<file path="src/rtl/immediate_packer_pkg.sv">
// Shared definitions for the immediate packer: format codes, slot positions
// and the signed/unsigned immediate range check.
`default_nettype none

package immediate_packer_pkg;

    typedef enum logic [2:0] {
        FMT_U     = 3'b000,
        FMT_J     = 3'b001,
        FMT_I     = 3'b010,
        FMT_B     = 3'b011,
        FMT_S     = 3'b100,
        FMT_SHAMT = 3'b101
    } fmt_e;

    localparam int UNSIGNED_BIT = 3;

    localparam int U_IMM_LSB = 12;
    localparam int I_IMM_LSB = 20;
    localparam int S_HI_LSB  = 25;
    localparam int S_LO_LSB  = 7;
    localparam int SHAMT_LSB = 20;

    // True when imm fits in n bits (two's complement, or plain binary when unsigned).
    function automatic logic range_ok(input logic [31:0] imm, input int n, input logic is_unsigned);
        logic [31:0] hi;
        if (is_unsigned) begin
            hi = imm >> n;
            return (hi == 32'd0);
        end
        hi = $signed(imm) >>> (n - 1);
        return (hi == 32'd0) || (hi == '1);
    endfunction

endpackage

`default_nettype wire

</file>
<file path="src/rtl/immediate_packer_imm_pack_comb.sv">
// Pure combinational scatter of a 32-bit immediate into the RV32 slots of the
// selected format, with range/alignment/illegal-select error flag.
`default_nettype none

module imm_pack_comb
    import immediate_packer_pkg::*;
(
    input  logic [31:0] base,
    input  logic [31:0] imm,
    input  logic [3:0]  select,
    output logic [31:0] word,
    output logic        err
);

    logic is_unsigned;
    assign is_unsigned = select[UNSIGNED_BIT];

    always_comb begin
        word = base;
        err  = 1'b0;
        case (fmt_e'(select[2:0]))
            FMT_U: begin
                word[31:U_IMM_LSB] = imm[31:12];
                err                = |imm[11:0];
            end
            FMT_J: begin
                word[31]    = imm[20];
                word[30:21] = imm[10:1];
                word[20]    = imm[11];
                word[19:12] = imm[19:12];
                err         = imm[0] | ~range_ok(imm, 21, is_unsigned);
            end
            FMT_I: begin
                word[31:I_IMM_LSB] = imm[11:0];
                err                = ~range_ok(imm, 12, is_unsigned);
            end
            FMT_B: begin
                word[31]    = imm[12];
                word[30:25] = imm[10:5];
                word[11:8]  = imm[4:1];
                word[7]     = imm[11];
                err         = imm[0] | ~range_ok(imm, 13, is_unsigned);
            end
            FMT_S: begin
                word[31:S_HI_LSB]   = imm[11:5];
                word[11:S_LO_LSB]   = imm[4:0];
                err                 = ~range_ok(imm, 12, is_unsigned);
            end
            FMT_SHAMT: begin
                // Shift amounts are always unsigned; the select's signedness bit is ignored.
                word[24:SHAMT_LSB] = imm[4:0];
                err                = |imm[31:5];
            end
            default: begin
                err = 1'b1;
            end
        endcase
    end

endmodule

`default_nettype wire

</file>
<file path="src/rtl/immediate_packer.sv">
// Streaming immediate packer: registered output stage plus one-entry skid
// buffer around imm_pack_comb, with a saturating count of delivered error words.
`default_nettype none

module immediate_packer
    import immediate_packer_pkg::*;
#(
    parameter int ERR_CNT_W = 8
) (
    input  logic                 clk,
    input  logic                 reset,
    input  logic                 in_valid,
    output logic                 in_ready,
    input  logic [31:0]          base_instr,
    input  logic [31:0]          imm,
    input  logic [3:0]           select,
    output logic                 out_valid,
    input  logic                 out_ready,
    output logic [31:0]          instruction,
    output logic                 error,
    output logic [ERR_CNT_W-1:0] err_count
);

    logic [31:0] packed_word;
    logic        packed_err;

    logic        skid_valid;
    logic [31:0] skid_word;
    logic        skid_err;

    logic        accept;
    logic        out_free;

    imm_pack_comb u_pack (
        .base   (base_instr),
        .imm    (imm),
        .select (select),
        .word   (packed_word),
        .err    (packed_err)
    );

    // in_ready comes straight from the skid occupancy flop.
    assign in_ready = ~skid_valid;
    assign accept   = in_valid & in_ready;
    assign out_free = ~out_valid | out_ready;

    always_ff @(posedge clk or posedge reset) begin
        if (reset) begin
            out_valid   <= 1'b0;
            instruction <= 32'd0;
            error       <= 1'b0;
            skid_valid  <= 1'b0;
            skid_word   <= 32'd0;
            skid_err    <= 1'b0;
        end else if (skid_valid) begin
            if (out_free) begin
                out_valid   <= 1'b1;
                instruction <= skid_word;
                error       <= skid_err;
                skid_valid  <= 1'b0;
            end
        end else if (accept) begin
            if (out_free) begin
                out_valid   <= 1'b1;
                instruction <= packed_word;
                error       <= packed_err;
            end else begin
                skid_valid  <= 1'b1;
                skid_word   <= packed_word;
                skid_err    <= packed_err;
            end
        end else if (out_free) begin
            out_valid <= 1'b0;
        end
    end

    always_ff @(posedge clk or posedge reset) begin
        if (reset) begin
            err_count <= '0;
        end else if (out_valid && out_ready && error && (err_count != '1)) begin
            err_count <= err_count + 1'b1;
        end
    end

endmodule

`default_nettype wire

</file>
<file path="config.mk">
export PLATFORM = sky130hd
export DESIGN_NAME = immediate_packer
export DESIGN_NICKNAME = d
export VERILOG_FILES = /design/src/rtl/immediate_packer_pkg.sv /design/src/rtl/immediate_packer_imm_pack_comb.sv /design/src/rtl/immediate_packer.sv
export SDC_FILE = /design/constraint.sdc
export NUM_CORES = 1
export LEC_CHECK = 0
export CAP_MARGIN = 5
export CORE_UTILIZATION = 40
export CTS_BUF_LIST = sky130_fd_sc_hd__clkbuf_8
export DETAILED_ROUTE_END_ITERATION = 6
export HOLD_SLACK_MARGIN = 0.03
export PLACE_DENSITY_LB_ADDON = 0.1
export SYNTH_ARGS = -nofsm -noshare
export SYNTH_HDL_FRONTEND = slang
export SYNTH_HIERARCHICAL = 1
export SYNTH_SLANG_ARGS = --single-unit
export TNS_END_PERCENT = 30
</file>
<file path="constraint.sdc">
create_clock -name clk -period 3.8 [get_ports clk]
set_input_delay 0.38 -clock clk [delete_from_list [all_inputs] [get_ports clk]]
set_output_delay 0.38 -clock clk [all_outputs]
set_load 0.05 [all_outputs]
</file>
==> flow_metrics.py <==
metrics = {
    "synthesis": {
        "synth.largest_area_cell": "dfrtp_1",
        "synth_commonest_cells": "113 x mux2_2, 76 x dfrtp_1, 26 x nand2_1, 12 x a211oi_1, 12 x nor2_1",
        "synth_top_cells_by_area": "dfrtp_1 44%, mux2_2 29%, nand2_1 2.2%",
        "synth_seq_cells": 76,
        "synth-async-reset-ratio": 1.00,
        "ys_types": 49,
        "synth_top_area_frac": 0.436,
        "synth_cells": 371,
        "yosysMostFrequentCell": "mux2_2",
        "synth_edf_count": 0,
        "synthesis.nets": 444,
        "ys_warn_count": 6,
        "synth_area_sq_mm": 0.00436,
        "seq_area_frac_synth": 0.436,
        "synthFlopType": "dfrtp_1",
        "avgSynthCellArea_sq_um": 11.8,
    },
    "power_and_ir_drop": {
        "power.leakage_nw": 2.27,
        "combPwrFrac": 0.414,
        "seqPwrFrac": 0.373,
        "power.internal_mw": 1.97,
        "p_sw_mw": 1.17,
        "netSwitchingFraction": 0.372,
        "clkPwrFrac": 0.213,
        "power_mw": 3.14,
        "powerDensity_mw_per_mm2": 546,
        "irDropWorstVdd_uv": 337,
    },
    "grt": {
        "grt_max_degree": 64,
        "grt_pass1_vias": 3201,
        "grt_remaining_overflow": 0,
        "grt_pass1_wl_mm": 17.1,
        "grtUsageTotal": 0.197,
        "antenna_found_initial": 0,
    },
    "placement": {
        "gp_congestion": 0.886,
        "portBuffers": 114,
        "preCtsSetupSlack_ns": 0.791,
        "hpwl_mm": 7.94,
        "place_inst": 600,
    },
    "hold_path": {
        "hold_class": "flip-flop to flip-flop",
        "holdPathStages": 1,
        "whs_endpoint": "skid_word[22]",
        "min_from": "skid_word[22]",
    },
    "layout": {
        "multi_input_area_sq_mm": 0.00224,
        "diodes": 0,
        "fin_nets": 548,
        "drive_gt1_frac": 0.294,
        "final-seq-area_sq_mm": 0.00190,
        "instances_no_fill": 616,
        "n_fill_cell": 960,
        "fin_util": 0.549,
        "area_growth_pct": 31.7,
    },
    "timing": {
        "drv_slew": 0,
        "grt_setup_unrepaired": "no",
        "setup_viol": 0,
        "hold_viol_final": 0,
        "finClkSkew_ns": 0.00716,
        "fin_crit_sh": 0.702,
        "worstMarginPinSlew_ns": 1.07,
        "fin_tns_setup_ns": 0,
        "clock.fmax_mhz": 375,
        "worst_slack_ns": 1.13,
        "slew_headroom": 0.284,
        "fin_crit_ns": 2.67,
    },
    "worst_setup_path": {
        "cp_data_arrival_time_ns": 2.90,
        "start_kind": "primary input",
        "slowest_stage": "clkdlybuf4s50_1",
        "path_cells": "clkdlybuf4s50_1, or2_1, a311oi_1, a211oi_1, nand4_1, mux2_2, mux2_2",
        "reg2reg_from": "skid_valid",
        "critPathCaptureType": "flip-flop",
        "r2r-end": "instruction[19]",
        "ff2ff_setup_slack_ns": 1.79,
        "path_class": "primary input to flip-flop",
        "crit_buf_inv": 1,
        "cp.required_ns": 4.03,
        "cp_common_cell": "mux2_2",
        "cp_top_family": "buffers and inverters",
        "max_stage_delay_ns": 0.98,
        "worstRegToRegCells": 3,
        "cp_max_fo": 24,
    },
    "die": {
        "io_pins": 115,
        "rows": 37,
        "fp.dieArea_sq_mm": 0.0113,
        "die_w_microns": 106,
        "coreArea_sq_mm": 0.0105,
        "die_h_microns": 106,
        "start_util": 0.417,
    },
    "job": {
        "max_cap_violations": 0,
    },
    "route": {
        "drc": 0,
        "totalWireLength_mm": 10.6,
        "dr.pass1.iters": 4,
        "drt-vias-per-instance": 5.35,
        "ant_nets": 0,
        "drt_iter0_markers": 115,
        "dr_total_vias": 3293,
        "wl_per_cell_microns": 17.3,
    },
    "status": {
        "status": "complete, no violations",
    },
    "cts": {
        "cts_buffers": 9,
        "clk_latency_ns": 0.34,
        "clock_sinks": 76,
        "htreeDepth": 3,
        "root_buffer": "clkbuf_8",
        "cts.repair.resized": 0,
        "path_clk_slew_ns": 0.07,
        "cts_setup_buffers": 0,
        "cts_tree": "built",
        "cts_hold_buffers": 0,
        "clk_path_buf_depth": 2,
    },
}
power by group through the flow:
stage	sequential, mW	clock [mW]	combinational [mW]
after global placement	1.18	0	1.30
after CTS	1.18	0.688	1.31
after global routing	1.20	0.725	1.37
final	1.17	0.667	1.30
after detailed placement	1.19	0	1.31
after floorplan	1.61	0	0.437
logic make-up after synthesis:
logic type	Yosys count	share of synthesized area
XOR/XNOR	4	0.00803
multiplexers	122	0.312
adder cells (fa/ha/maj)	1	0.00287
flip-flops	76	0.436
AND/OR/NAND/NOR	81	0.105
AO/OA/AOI/OAI	54	0.0852
buffers and inverters	33	0.0505
flip-flops by register name, indices dropped and copies added (netlist names):
register / flops
skid_word: 32
out_valid: 1
skid_valid: 1
err_count: 8
skid_err: 1
instruction: 32
error: 1
worst max path at each step:
stage              start            to  slack, ns  cells past startpoint
6_report       select[0]         error       1.13                      7
5_1_grt        select[0]         error       1.03                      7
4_1_cts        select[0]         error       1.16                      7
3_5_place_dp   select[0]         error       0.79                      7
3_3_place_gp   select[0]         error       0.82                      7
2_1_floorplan      reset  err_count[0]       1.48                      1
stage by stage:
step	hold slack, ns	area, sq um
2_1_floorplan	0.475	4360
5_1_grt	0.524	5740
3_5_place_dp	0.490	5530
6_report	0.504	5740
3_3_place_gp	0.482	5530
4_1_cts	0.507	5740
placed cells by master, fill, tap and decap left out, types with 5 or more instances in the layout:
cell type / n
a211oi_1: 12
a21oi_1: 8
a31oi_1: 9
and2_1: 6
buf_4: 7
clkbuf_8: 10
clkdlybuf4s50_1: 114
dfrtp_1: 76
inv_1: 6
mux2_2: 113
mux2i_1: 9
nand2_1: 26
nand4_1: 7
nor2_1: 12
nor3_1: 5
routing by layer:
layer	global-route usage	vias up	wire (microns)	share of wire
met5	0	-	0	0
met4	0.0793	0	242	0.023
met3	0.0423	17	528	0.050
met2	0.321	84	5070	0.48
met1	0.255	1621	4810	0.45
li1	-	1571	-	-
worst register-to-register path, delay by kind of cell (launching register included):
| kind | cells | cell delay [ns] |
|---|---|---|
| buf+inv | 1 | 0.43 |
| flops | 1 | 0.65 |
| mux | 1 | 0.39 |
| compound gates | 1 | 0.43 |
area by class of cell:
type	count	share of cell area
Clock buffer	10	0.0240
Clock inverter	6	0.0139
Inverter	5	0.00349
Multi-Input combinational cell	262	0.390
Sequential cell	76	0.331
Tap cell	136	0.0296
Timing Repair Buffer	121	0.208
(Power assumes the default switching activity.)
